[config.mk]
export PLATFORM = sky130hd
export DESIGN_NAME = reg_writeback
export DESIGN_NICKNAME = d
export VERILOG_FILES = /design/src/rtl/reg_writeback.sv
export SDC_FILE = /design/constraint.sdc
export NUM_CORES = 1
export LEC_CHECK = 0
export CAP_MARGIN = 25
export CORE_MARGIN = 1.5
export CORE_UTILIZATION = 57
export DETAILED_ROUTE_END_ITERATION = 7
export GPL_TIMING_DRIVEN = 0
export PLACE_DENSITY = 0.81
export SKIP_CTS_REPAIR_TIMING = 1
export SLEW_MARGIN = 20
export SYNTH_ARGS = -nofsm -noshare
export SYNTH_HDL_FRONTEND = slang
export SYNTH_SLANG_ARGS = --single-unit
[constraint.sdc]
create_clock -name clock -period 5.1 [get_ports clock]
set_input_delay 1.02 -clock clock [delete_from_list [all_inputs] [get_ports clock]]
set_output_delay 1.02 -clock clock [all_outputs]
set_load 0.01 [all_outputs]
[src/rtl/reg_writeback.sv]
// Write-back buffer ahead of the register file write port: two producers feed
// an in-order FIFO that drains one write per cycle, with a pending-write lookup.
module reg_writeback #(
  parameter int DEPTH = 4
) (
  input  logic        clock,
  input  logic        reset,
  input  logic        alu_valid,
  input  logic [4:0]  alu_addr,
  input  logic [31:0] alu_data,
  output logic        alu_ready,
  input  logic        mem_valid,
  input  logic [4:0]  mem_addr,
  input  logic [31:0] mem_data,
  output logic        mem_ready,
  output logic        enc,
  output logic [4:0]  addrc,
  output logic [31:0] datac,
  input  logic [4:0]  fwd_addr,
  output logic        fwd_hit,
  output logic [31:0] fwd_data
);

  localparam int AW = $clog2(DEPTH);
  localparam int CW = AW + 1;

  logic [4:0]    addr_q [DEPTH];
  logic [31:0]   data_q [DEPTH];
  logic [AW-1:0] wr_ptr;
  logic [AW-1:0] rd_ptr;
  logic [AW-1:0] alu_slot;
  logic [CW-1:0] count;
  logic [CW-1:0] free;
  logic          push_mem;
  logic          push_alu;
  logic          pop;

  // Readiness looks only at the registered occupancy, never at this cycle's pop.
  assign free      = CW'(DEPTH) - count;
  assign mem_ready = reset && (free != '0);
  assign alu_ready = reset && ((free >= CW'(2)) || ((free == CW'(1)) && !mem_valid));

  // Register 0 writes complete the handshake but are dropped here.
  assign push_mem = mem_valid && mem_ready && (mem_addr != 5'd0);
  assign push_alu = alu_valid && alu_ready && (alu_addr != 5'd0);
  assign pop      = (count != '0);
  assign alu_slot = wr_ptr + AW'(push_mem);

  always_ff @(posedge clock) begin
    if (push_mem) begin
      addr_q[wr_ptr] <= mem_addr;
      data_q[wr_ptr] <= mem_data;
    end
    if (push_alu) begin
      addr_q[alu_slot] <= alu_addr;
      data_q[alu_slot] <= alu_data;
    end
  end

  always_ff @(posedge clock) begin
    if (!reset) begin
      count  <= '0;
      wr_ptr <= '0;
      rd_ptr <= '0;
      enc    <= 1'b0;
      addrc  <= '0;
      datac  <= '0;
    end else begin
      wr_ptr <= wr_ptr + AW'(push_mem) + AW'(push_alu);
      rd_ptr <= rd_ptr + AW'(pop);
      count  <= count + CW'(push_mem) + CW'(push_alu) - CW'(pop);
      enc    <= pop;
      if (pop) begin
        addrc <= addr_q[rd_ptr];
        datac <= data_q[rd_ptr];
      end
    end
  end

  // Walk from oldest to newest so the youngest match overwrites earlier ones.
  always_comb begin
    fwd_hit  = 1'b0;
    fwd_data = '0;
    if (reset && (fwd_addr != 5'd0)) begin
      if (enc && (addrc == fwd_addr)) begin
        fwd_hit  = 1'b1;
        fwd_data = datac;
      end
      for (int j = 0; j < DEPTH; j++) begin
        if ((CW'(j) < count) && (addr_q[rd_ptr + AW'(j)] == fwd_addr)) begin
          fwd_hit  = 1'b1;
          fwd_data = data_q[rd_ptr + AW'(j)];
        end
      end
    end
  end

endmodule

# Word level (Yosys, flattened, before mapping)
# Memory sizes are Yosys's and may differ from the RTL's. A register that Yosys moved wholly into a read port is not among the register bits.
# Cells that the tools add are included.
# word_totals
regBits,45
wordCells,67
n_memories,2
out_inout_bits,73
input_bits,83
ram_bits,148
# classes
n_lt_le_gt_ge,5
muxes,18
n_addsub,10
n_reduce_logical,20
eq_ne,6
# memory_table
memory,depth,word_bits,read_ports,rd_ports_with_merged_regs,write_ports,line,source
data_q,4,32,4,1,2,28,logic [31:0] data_q [DEPTH];
addr_q,4,5,4,1,2,27,logic [4:0] addr_q [DEPTH];
# ops
cell,n
$mux W32,6
$eq A5 B5 Y1,5
$reduce_bool A5 Y1,3
$logic_and A1 B1 Y1,13
$mux W1,10
$add A2 B1 Y2,3
$add A3 B1 Y3,2
$lt A1 B3 Y1 const A,2
$lt A2 B3 Y1 const A,2
$reduce_bool A3 Y1,2
$add A2 B2 Y2 const B,2
$mux W2,2
$eq A3 B1 Y1 const B,1
$ge A3 B2 Y1 const B,1
$sub A3 B1 Y3,1
$sub A3 B3 Y3 const A,1
$add A2 B1 Y2 const B,1
$logic_not A1 Y1,1
$logic_or A1 B1 Y1,1

# Longest topological paths before layout
# depth
word_depth,9
depth_mapped,12
depth_no_buf,11

# Worst setup path after synthesis
# Ideal clock, no wire load.
# synth_path
kind,input to register
start,input mem_addr[1]
end,memory addr_q[2][0] (enable)
required_time_ns,4.661
arrival_ns,4.167
setup_ns,0.439
path_buffers,2
path_slack_ns,0.494
stages,8
path_cell_list,or4_1 o211ai_1 inv_1 ha_1 nor3_1 clkbuf_1 clkbuf_1 o21bai_1
# synth_lines
item,line,source
from (decl),13,"input logic [4:0] mem_addr,"
to (decl),27,

# Worst setup path after layout
# layout_path
start,register rd_ptr[1]
end,output fwd_data[21]
# layout_between
elab_chain_cells,8
word_cells_on_any_way,15
cone_classes,3 x add/sub; 3 x eq/ne; 4 x mux; 3 x reduce/logical; 2 x memory
# layout_rtl
item,line,source
from (decl),30,logic [AW-1:0] rd_ptr;
from (signal assigned),70,rd_ptr <= rd_ptr + AW'(pop);
$add A2 B1 Y2,"90, 92",
$mem_v2 Z4 W5,--,
$eq A5 B5 Y1,90,if ((CW'(j) < count) && (addr_q[rd_ptr + AW'(j)] == fwd_addr)) begin
$logic_and A1 B1 Y1,90,
$mux W32 (2 in series),90,
$mux W32 (*),90,
$mux W32 (*),84,if (reset && (fwd_addr != 5'd0)) begin
to (decl),21,output logic [31:0] fwd_data
# Every way passes the cells marked *; elsewhere a longest branch is shown, timed or not.

==> reports/qor.csv <==
metric,value,unit
path_clk_slew,70,ps
synth_edf_count,148,
crit_chain,buf_6 -> buf_6 -> buf_4 -> buf_2 -> buf_4 -> clkbuf_4 -> buf_2 -> mux2i_1 -> nor2_1 -> a221oi_1 -> o32ai_2 -> clkdlybuf4s50_1,
hpwl,29600,um
slowest_stage,clkdlybuf4s50_1,
met1_length,16300,um
ys_async_sr_fraction,0,%
synthCells,1215,
wire_per_inst,26.0,um
yosys_warnings,0,
via_per_inst,7.12,
port_buffers,150,
r2r_slack,950,ps
dr.pass1.iters,8,
finish.utilization,71.6,%
mostFrequentLayoutCell,mux2_2,
setup_violations,0,
p_total,0.00837,W
numCtsBuffers,17,
drc,0,
rows,54,
filler_cell_count,1561,
ioPinCount,156,
routed.top_layer,met4,
netlist_area,12900,um^2
preCtsSetupSlack,-1060,ps
yosys_register_bits,193,
syn_avg_cell_area,10.6,um^2
fin_skew,11.9,ps
grt_pass1_vias,11500,
min_period_over_period,99.1,%
yosys.cell_types.count,59,
cts_buffer_depth,2,
worstSkewPairLatency,450,ps
cts.sink_count,193,
hp-class,reg -> reg,
power.density,531,nW/um^2
nets,1488,
rsz0062_at_grt,yes,
slew_headroom,31.5,%
crit_buf_inv,8,
synth_top_area_share,34.4,%
holdWs,498,ps
fin_ws,46.2,ps
routed_wl,43900,um
place_inst,1648,
crit_family,buffers and inverters,
outcome,"complete, no violations",
synth_nets,1311,
end_kind,primary output,
grt_remaining_overflow,0,
synth_ff_type,edfxtp_1,
min_delay_path_depth,2,
crit_path_start_kind,flip-flop,
start_util,58.7,%
cts_root_buffer,clkbuf_16,
drv_slew,0,
crit_path_max_fanout,10,
worstMarginPinSlew,1030,ps
grt_pass1_wl,66100,um
syn_to_final_growth,22.1,%
hp-start,datac[27],
antennaDiodeCount,0,
antenna_left,0,
grt_usage,36.6,%
min_period,5050,ps
setup.worst_path.start,rd_ptr[1],
drv_cap,0,
worst_ep_arrival_time,4030,ps
synth.top_cells.by_area,"edfxtp_1 34%, mux2_2 18%, mux2i_1 7.2%",
max_freq,0.198,GHz
crit_type,reg -> out,
cp.required,4080,ps
finalNonFillerCells,1685,
mostFrequentLayoutCells,"203 x mux2_2, 148 x edfxtp_1, 144 x clkdlybuf4s50_1",
yosysSeqAreaShare,41.4,%
leakagePower,5.28,nW
antenna_found_initial,1,
max_stage_delay,500,ps
max-vdd-ir-drop,366,uV
wl_met2,19700,um
die-width,154,um
worstRegToRegCells,11,
grt_max_degree,38,
fp.dieArea,23600,um^2
synth_top_cell_by_area,edfxtp_1,
drive_above_1_share,26.5,%
h-tree-depth,4,
cts_tree,built,
hold_violations,0,
coreArea,22000,um^2
gp_congestion,0.953,
die_y,154,um
route.met3.wl,5600,um
worstSetupPathDepth,12,
via_count,12000,
r2r-start,count[1],
drt_iter0_drc,1736,
power breakdown:
| part | switching (W) | internal, W | leakage [nW] |
|---|---|---|---|
| clock network | 0.000649 | 0.000781 | 0.286 |
| logic | 0.00259 | 0.00192 | 3.27 |
| registers | 0.000299 | 0.00213 | 1.72 |
tightest hold or removal path, stage by stage (launching register included):
cell and delay [ps]:
dfxtp_1 330, nand2_1 70, a21oi_1 50
cell families (layout without fill, tap and decap cells):
group	after synthesis	in the layout	share of synthesized area (%)
fa+ha+maj	13	13	1.38
buf+inv	125	315	4.42
compound gates	292	292	15.0
mux	307	307	26.9
flops	193	193	41.4
simple gates	255	255	8.91
xor+xnor	30	30	2.03
registers in the layout, indices dropped and copies added (netlist names):
name and count:
enc 1, count 3, datac 32, addrc 5, data_q 128, rd_ptr 2, addr_q 20, wr_ptr 2
layout make-up:
class | count | area [um^2] | share of cell area, %
Buffer | 115 | 572 | 3.62
Clock buffer | 18 | 429 | 2.72
Clock inverter | 14 | 178 | 1.13
Inverter | 10 | 37.5 | 0.238
Multi-Input combinational cell | 897 | 7220 | 45.8
Sequential cell | 193 | 5350 | 33.9
Tap cell | 280 | 350 | 2.22
Timing Repair Buffer | 158 | 1640 | 10.4
Yosys cell counts, types with 2 or more instances:
master     number
fa_1            2
a2111oi_0       5
mux2i_1        93
xor2_1         12
inv_1           8
a221oi_1       27
nor2b_1         4
a31o_2         26
nand3_1         2
buf_2          24
o21ai_0        55
buf_1          17
buf_4           3
or4_1           3
mux2_2        203
and2_1          4
and3_1          3
edfxtp_1      148
ha_1           11
o21bai_1        2
buf_6           8
o211ai_1        2
o221ai_1        5
mux4_1          2
a31oi_1        28
nor3_1         12
nor2_1        126
nand2_1        59
dfxtp_1        45
xnor2_1        18
or2_2           3
nand2b_1        4
mux4_2          9
a22oi_1         9
clkbuf_1       63
o32ai_1        26
a21oi_1        90
a211oi_1        6
nor4_1         28
path summary, 6_finish.rpt:
| check | endpoint |
|---|---|
| setup reg to reg | data_q[2][13] |
| hold / removal | datac[27] |
| setup / recovery | fwd_data[21] |
| hold reg to reg | datac[27] |
per-layer routing:
metal  vias to the layer above  global-route usage (%)
li1                       5013                       -
met1                      5696                    48.2
met2                      1042                    57.1
met3                       247                    8.74
met4                         0                    17.3
met5                         -                       0
through the flow:
step	TNS [ps]	area, um^2
2_1_floorplan	0	12900
3_3_place_gp	-205030	14800
3_5_place_dp	-104060	14900
4_1_cts	-35750	15500
5_1_grt	-317	15800
6_report	0	15800
No activity file was read; power rests on OpenSTA's default activity.
